[src/rtl/vlc_prenorm.sv]
// Divisor pre-normalisation in front of the linear-CORDIC vectoring divider (y/x).
// Optional performance counters are enabled with `define VLC_PRENORM_PERF_EN.
module vlc_prenorm #(
   parameter int DATA_WIDTH  = 32,
   parameter int CORDIC_QUAN = 16,
   parameter int MAX_SHIFT   = 15,
   parameter int SHIFT_W     = 5
) (
   input  logic                  clk,
   input  logic                  rst_n,
   input  logic                  in_valid,
   output logic                  in_ready,
   input  logic [DATA_WIDTH-1:0] x_in,
   input  logic [DATA_WIDTH-1:0] y_in,
   output logic                  out_valid,
   input  logic                  out_ready,
   output logic [DATA_WIDTH-1:0] x_out,
   output logic [DATA_WIDTH-1:0] y_out,
   output logic [DATA_WIDTH-1:0] z_out,
   output logic [SHIFT_W-1:0]    shift_out,
   output logic                  neg_out,
   output logic                  dz_out,
   output logic                  ovf_out,
`ifdef VLC_PRENORM_PERF_EN
   output logic [31:0]           op_cnt,
   output logic [31:0]           ovf_cnt,
`endif
   output logic [1:0]            fsm_state
);

   // Handshake: a transfer happens on a rising edge where valid && ready are both high.
   // in_ready is high only in IDLE, out_valid only in HOLD; HOLD outputs stay frozen until taken.

   localparam logic [1:0] IDLE = 2'd0;
   localparam logic [1:0] NORM = 2'd1;
   localparam logic [1:0] HOLD = 2'd2;

   localparam logic [DATA_WIDTH-1:0] MOST_NEG = {1'b1, {(DATA_WIDTH-1){1'b0}}};
   localparam logic [DATA_WIDTH-1:0] MOST_POS = {1'b0, {(DATA_WIDTH-1){1'b1}}};

   if ((MAX_SHIFT >= (2 ** SHIFT_W)) || (CORDIC_QUAN >= DATA_WIDTH)) begin : g_bad_cfg
      $error("vlc_prenorm: SHIFT_W cannot hold MAX_SHIFT or CORDIC_QUAN too large");
   end

   logic [1:0]            state;
   logic [DATA_WIDTH-1:0] xa;
   logic [DATA_WIDTH-1:0] ya;
   logic [SHIFT_W-1:0]    s;
   logic                  neg;
   logic                  dz;
   logic                  ovf;

   // Two's complement negation that maps the most-negative code to the most-positive one.
   function automatic logic [DATA_WIDTH-1:0] sat_neg(input logic [DATA_WIDTH-1:0] v);
      if (v == MOST_NEG) return MOST_POS;
      return -v;
   endfunction

   logic [DATA_WIDTH-1:0] abs_ya;
   logic [DATA_WIDTH+1:0] abs_wide;
   logic [DATA_WIDTH+1:0] two_x;
   logic                  too_big;
   logic                  cont;

   always_comb begin
      abs_ya   = ya[DATA_WIDTH-1] ? sat_neg(ya) : ya;
      abs_wide = {2'b00, abs_ya};
      two_x    = {1'b0, xa, 1'b0};
      too_big  = (abs_wide >= two_x);
      // Stop before the divisor would reach the sign bit.
      cont     = too_big && (s < SHIFT_W'(MAX_SHIFT)) && !xa[DATA_WIDTH-2];
   end

   always_ff @(posedge clk) begin
      if (!rst_n) begin
         state <= IDLE;
         xa    <= '0;
         ya    <= '0;
         s     <= '0;
         neg   <= 1'b0;
         dz    <= 1'b0;
         ovf   <= 1'b0;
      end else begin
         case (state)
            IDLE: begin
               if (in_valid) begin
                  s   <= '0;
                  ovf <= 1'b0;
                  dz  <= (x_in == '0);
                  neg <= x_in[DATA_WIDTH-1];
                  if (x_in[DATA_WIDTH-1]) begin
                     xa <= sat_neg(x_in);
                     ya <= sat_neg(y_in);
                  end else begin
                     xa <= x_in;
                     ya <= y_in;
                  end
                  state <= (x_in == '0) ? HOLD : NORM;
               end
            end
            NORM: begin
               if (cont) begin
                  xa <= xa << 1;
                  s  <= s + SHIFT_W'(1);
               end else begin
                  ovf   <= too_big;
                  state <= HOLD;
               end
            end
            HOLD: begin
               if (out_ready) state <= IDLE;
            end
            default: state <= IDLE;
         endcase
      end
   end

   assign in_ready  = (state == IDLE);
   assign out_valid = (state == HOLD);
   assign x_out     = xa;
   assign y_out     = ya;
   assign z_out     = '0;
   assign shift_out = s;
   assign neg_out   = neg;
   assign dz_out    = dz;
   assign ovf_out   = ovf;
   assign fsm_state = state;

`ifdef VLC_PRENORM_PERF_EN
   always_ff @(posedge clk) begin
      if (!rst_n) begin
         op_cnt  <= '0;
         ovf_cnt <= '0;
      end else begin
         if (in_valid && in_ready) op_cnt <= op_cnt + 32'd1;
         if (out_valid && out_ready && ovf) ovf_cnt <= ovf_cnt + 32'd1;
      end
   end
`endif

endmodule
[config.mk]
export PLATFORM = sky130hd
export DESIGN_NAME = vlc_prenorm
export DESIGN_NICKNAME = d
export VERILOG_FILES = /design/src/rtl/vlc_prenorm.sv
export SDC_FILE = /design/constraint.sdc
export NUM_CORES = 1
export LEC_CHECK = 0
export CAP_MARGIN = 10
export CORE_UTILIZATION = 25
export CTS_CLUSTER_SIZE = 40
export DETAILED_ROUTE_END_ITERATION = 10
export PLACE_DENSITY_LB_ADDON = 0.3
export SLEW_MARGIN = 0
export SYNTH_ARGS = -nofsm -noshare
export SYNTH_HDL_FRONTEND = slang
export SYNTH_SLANG_ARGS = --single-unit
[constraint.sdc]
create_clock -name clk -period 14.1 [get_ports clk]
set_clock_uncertainty 0.1 [all_clocks]
set_input_delay 4.23 -clock clk [delete_from_list [all_inputs] [get_ports clk]]
set_output_delay 4.23 -clock clk [all_outputs]
set_load 0.005 [all_outputs]
After elaboration in Yosys (flattened, before gate mapping)
Index checks and enable logic that the tools add are counted.
- bits in registers: 74
- output and inout bits: 108
- $add $sub $neg: 4
- $lt $le $gt $ge: 2
- eq/ne operators: 9
- multiplexer cells: 34
- reduce and logical (&&, ||, !) cells: 10
- operator list (operator ; count):
    $mux W32 ; 11
    $eq A32 B32 Y1 const B ; 3
    $neg A32 Y32 ; 3
    $pmux W32 S2 ; 1
    $ge A32 B33 Y1 ; 1
    $logic_not A32 Y1 ; 1
    $mux W1 ; 13
    $mux W5 ; 2
    $pmux W5 S2 ; 1
    $reduce_and A3 Y1 ; 3
    $mux W2 ; 4
    $ne A2 B2 Y1 const B ; 3
    $pmux W2 S3 ; 1
    $add A5 B1 Y5 const B ; 1
    $lt A5 B4 Y1 const B ; 1
    $eq A2 B1 Y1 const B ; 1
    $eq A2 B2 Y1 const B ; 1
    $logic_and A1 B1 Y1 ; 2
    $logic_not A2 Y1 ; 1
    $ne A2 B1 Y1 const B ; 1
    $pmux W1 S2 ; 1
    $reduce_and A2 Y1 ; 1
    $reduce_bool A2 Y1 ; 1
    $logic_not A1 Y1 ; 1

Logic depth before layout (Yosys ltp)
- depth in word-level cells: 10
- mapped depth: 19
- gate-level depth less buffers: 17

Worst setup path after synthesis
No wires, ideal clock.
- path type: input to register
- from: input x_in[0]
- to: register xa[30] (netlist: x_out[30])
- library setup time: 91 ps
- data arrival time: 6376 ps
- data required time: 13909 ps
- slack: 7533 ps
- stages on the path: 9
- buffers on the path: 0
- cell sequence: inv_1 -> ha_1 -> or4b_2 -> nor3_1 -> nand3_1 -> or4_1 -> a31oi_1 -> a221oi_1 -> a311oi_1
- longest elaborated chain between the ends: 10
- elaborated cells on any way between the ends: 11
- classes of those cells: 1 x add/sub; 1 x eq/ne; 9 x mux
- RTL lines (what ; RTL line ; RTL):
    start: declaration ; 13 ; input logic [DATA_WIDTH-1:0] x_in,
    $eq A32 B32 Y1 ; 55 ; if (v == MOST_NEG) return MOST_POS;
    $mux W1 ; 55 ;
    $mux W1 ; 91 ; if (x_in[DATA_WIDTH-1]) begin
    $mux W1 ; 86 ; if (in_valid) begin
    $mux W1 ; 84 ; case (state)
    $mux W1 ; 75 ; if (!rst_n) begin
    $mux W32 (*) ; 56 ; return -v;
    $mux W32 (*) ; 91 ;
    $mux W32 (*) ; 86 ;
    $pmux W32 S2 (*) ; 84 ;
    end signal: assignment ; 92 ; xa <= sat_neg(x_in);
    end signal: assignment ; 95 ; xa <= x_in;
    end signal: assignment ; 103 ; xa <= xa << 1;
    end: declaration ; 46 ; logic [DATA_WIDTH-1:0] xa;
Mark *: on every way between the ends. The rest lies on a longest branch, timed or not. The select of a mux whose other input is x is not followed.
A chain may end at the register's enable or synchronous reset.

Final worst setup path
- from: input x_in[0]
- to: register xa[20] (netlist: x_out[20])
The elaborated chain is that of the path after synthesis.

==> impl_metrics.py <==
metrics = {
    "run_status": {
        "status": "complete, no violations",
    },
    "route": {
        "post_drt_wl_per_cell_um": 16.48,
        "wl_mm": 20.58,
        "postRouteAntennaNets": 0,
        "drc_errors": 0,
        "vias": 6358,
        "drtIter0Drc": 380,
        "viasPerCell": 5.090,
        "firstDrtPassIters": 5,
    },
    "clocking": {
        "path_clk_slew_ns": 0.06,
        "htreeDepth": 3,
        "clock-sinks": 74,
        "cts_tree": "yes",
        "post_cts_resized": 0,
        "insertion_delay_ns": 0.35,
        "root_buffer": "clkbuf_16",
        "postCtsSetupRepairBufs": 0,
        "clockBufferDepth": 2,
        "cts_inserted_buffers": 9,
        "hold_buffers": 0,
    },
    "finish": {
        "synthToLayoutAreaGrowth_pct": 30.09,
        "antenna_cells": 0,
        "layout.nets": 1023,
        "final_cell_count_no_fill": 1249,
        "drive_gt1_share_pct": 4.865,
    },
    "logic_synthesis": {
        "synth-edff-count": 0,
        "synthFlopType": "dfxtp_1",
        "yosysWarnings": 0,
        "syn_inst": 806,
        "syn_area_um2": 6153,
        "syn_area_per_cell_um2": 7.634,
        "synth_seq_cells": 74,
        "ys_seq_area_share_pct": 24.07,
        "synth.distinct_cells": 63,
        "synthArstFlopShare_pct": 0,
    },
    "power_and_ir_drop": {
        "p_per_area_nw_per_um2": 106.3,
        "leakagePower_uw": 0.002983,
        "vdd_drop_max_uv": 63.93,
    },
    "timing": {
        "hold_slack_ns": 0.3666,
        "relSlewSlack_pct": 24.22,
        "hold_viol_final": 0,
        "worst_slew_pin_slew_ns": 1.137,
        "fin_setup_tns_ns": 0,
        "post-route-period-util_pct": 52.28,
        "slew_violations": 0,
        "max_freq_mhz": 135.6,
        "rsz0062_at_grt": "false",
        "fin_crit_ns": 7.372,
        "setup-violations-final": 0,
    },
    "grt": {
        "use_met2_pct": 27.87,
        "grt_pass1_wl_mm": 32.31,
        "antenna_found_initial": 0,
        "use_met3_pct": 4.127,
        "grt_max_degree": 82,
        "grt.busiest_layer": "met2",
        "grt_overflow": 0,
        "grt_pass1_vias": 5996,
        "met1_usage_pct": 19.61,
        "grt_util_all_layers_pct": 16.07,
    },
    "setup_path": {
        "cp-start-kind": "input port",
        "path_class": "input port to flop",
        "cp-end-kind": "flop",
        "crit_fanout": 20,
        "arrival_ns": 7.54,
        "cp.required_ns": 14.27,
    },
    "place": {
        "dp_cells": 1233,
        "dp_hpwl_mm": 15.86,
        "gp_congestion": 0.8310,
        "portBuffers": 143,
    },
    "floorplan": {
        "start_util_pct": 25.38,
        "rows": 57,
        "coreArea_um2": 24250,
        "die_area_um2": 25240,
        "die_w_um": 158.9,
        "die-height_um": 158.9,
        "io_pins": 176,
    },
    "worst_hold_path": {
        "hp-class": "flop to flop",
    },
    "flow_run": {
        "drv_cap": 0,
    },
}
## sequential cells by signal, indices dropped and copies added (netlist names)
register,cells
fsm_state,2
ovf_out,1
shift_out,5
dz_out,1
x_out,32
y_out,32
neg_out,1
## power by group
group	total (uW)	internal [uW]	switching, uW
registers	286	239	47.1
clock network	214	119	94.5
logic	351	168	182
## layer usage
metal,wire length (um),vias to the layer above
li1,-,3136
met1,8996,3047
met2,10180,158
met3,1106,17
met4,298,0
met5,0,-
## per-stage QoR
step	total power [uW]	setup slack (ns)	cell area [um2]	utilization, %
5_1_grt	915.5	6.292	8005	33.01
3_3_place_gp	639.9	6.489	7734	31.89
3_5_place_dp	643.5	6.350	7734	31.89
4_1_cts	861.8	6.718	8005	33.01
6_report	850.9	6.728	8005	33.01
2_1_floorplan	489.0	7.533	6270	-
## cell usage after synthesis (3+ instances only)
cell type | instances | area share, %
o21ai_0 | 89 | 7.2
a221oi_1 | 4 | 0.57
inv_1 | 43 | 2.6
nand3b_1 | 4 | 0.49
a31oi_1 | 8 | 0.81
nor4_1 | 10 | 1.0
o21a_1 | 3 | 0.37
o211ai_1 | 4 | 0.49
o31a_1 | 4 | 0.57
a21oi_1 | 66 | 5.4
or4_4 | 3 | 0.55
nor2b_1 | 5 | 0.51
a21o_1 | 3 | 0.37
xor2_1 | 49 | 7.0
o31ai_1 | 21 | 2.6
clkbuf_1 | 42 | 2.6
and3_1 | 10 | 1.0
o41ai_1 | 10 | 1.4
nand2b_1 | 10 | 1.0
nor2_1 | 28 | 1.7
nor3_1 | 21 | 1.7
or4_1 | 9 | 1.1
nand3_1 | 10 | 0.81
nand4_1 | 23 | 2.3
ha_1 | 35 | 7.1
xnor2_1 | 23 | 3.3
o211a_1 | 3 | 0.49
buf_4 | 35 | 4.3
mux2i_1 | 10 | 1.6
or2_2 | 4 | 0.41
o221ai_1 | 22 | 3.1
or3_1 | 13 | 1.3
dfxtp_1 | 74 | 24
nand2_1 | 68 | 4.1
a211oi_1 | 8 | 0.98
## cell type report
type | instances | area (um2)
timing repair buffer | 152 | 1489
inverter | 43 | 161.4
clock inverter | 6 | 42.54
multi-input combinational | 640 | 4197
sequential | 74 | 1481
fill | 2599 | 16240
tap | 324 | 405.4
clock buffer | 10 | 229.0
## cells in the final DEF, fill, tap and decap left out, types with 5 or more instances in the layout
cell             count
clkbuf_16            9
a21oi_1             66
nor4_1              10
o41ai_1             10
o221ai_1            22
nand2_1             68
a31oi_1              8
ha_1                35
conb_1              32
xnor2_1             23
o31ai_1             21
or3_1               13
nand3_1             10
nand2b_1            10
nor3_1              21
clkdlybuf4s50_1    141
nor2_1              27
nor2b_1              5
nand4_1             23
or4_1                9
dfxtp_1             74
inv_1               43
mux2i_1             10
buf_4                9
o21ai_0             88
a211oi_1             8
xor2_1              49
and3_1              10
## final timing paths
check	slack (ns)	start	to	cells after the start
setup / recovery	6.73	x_in[0]	x_out[20]	10
hold / removal	0.37	neg_out	neg_out	2
setup reg to reg	8.75	y_out[10]	x_out[13]	16
hold reg to reg	0.37	neg_out	neg_out	2
## worst max-delay path, cell delays in order
cell and delay [ns]:
clkdlybuf4s50_1 0.50, inv_1 0.09, ha_1 0.20, or4b_2 0.62, nor3_1 0.47, nand4_1 0.51
o21ai_1 0.28, buf_4 0.28, o221ai_1 0.16, o21ai_0 0.19
## kinds of logic after synthesis
family	synth area share, %
AO/OA/AOI/OAI	26.86
AND/OR/NAND/NOR	20.35
buffers and inverters	9.658
flip-flops	24.07
XOR/XNOR	10.25
adder cells (fa/ha/maj)	7.117
multiplexers	1.627
other	0.06094
No activity file was read; power rests on OpenSTA's default activity.
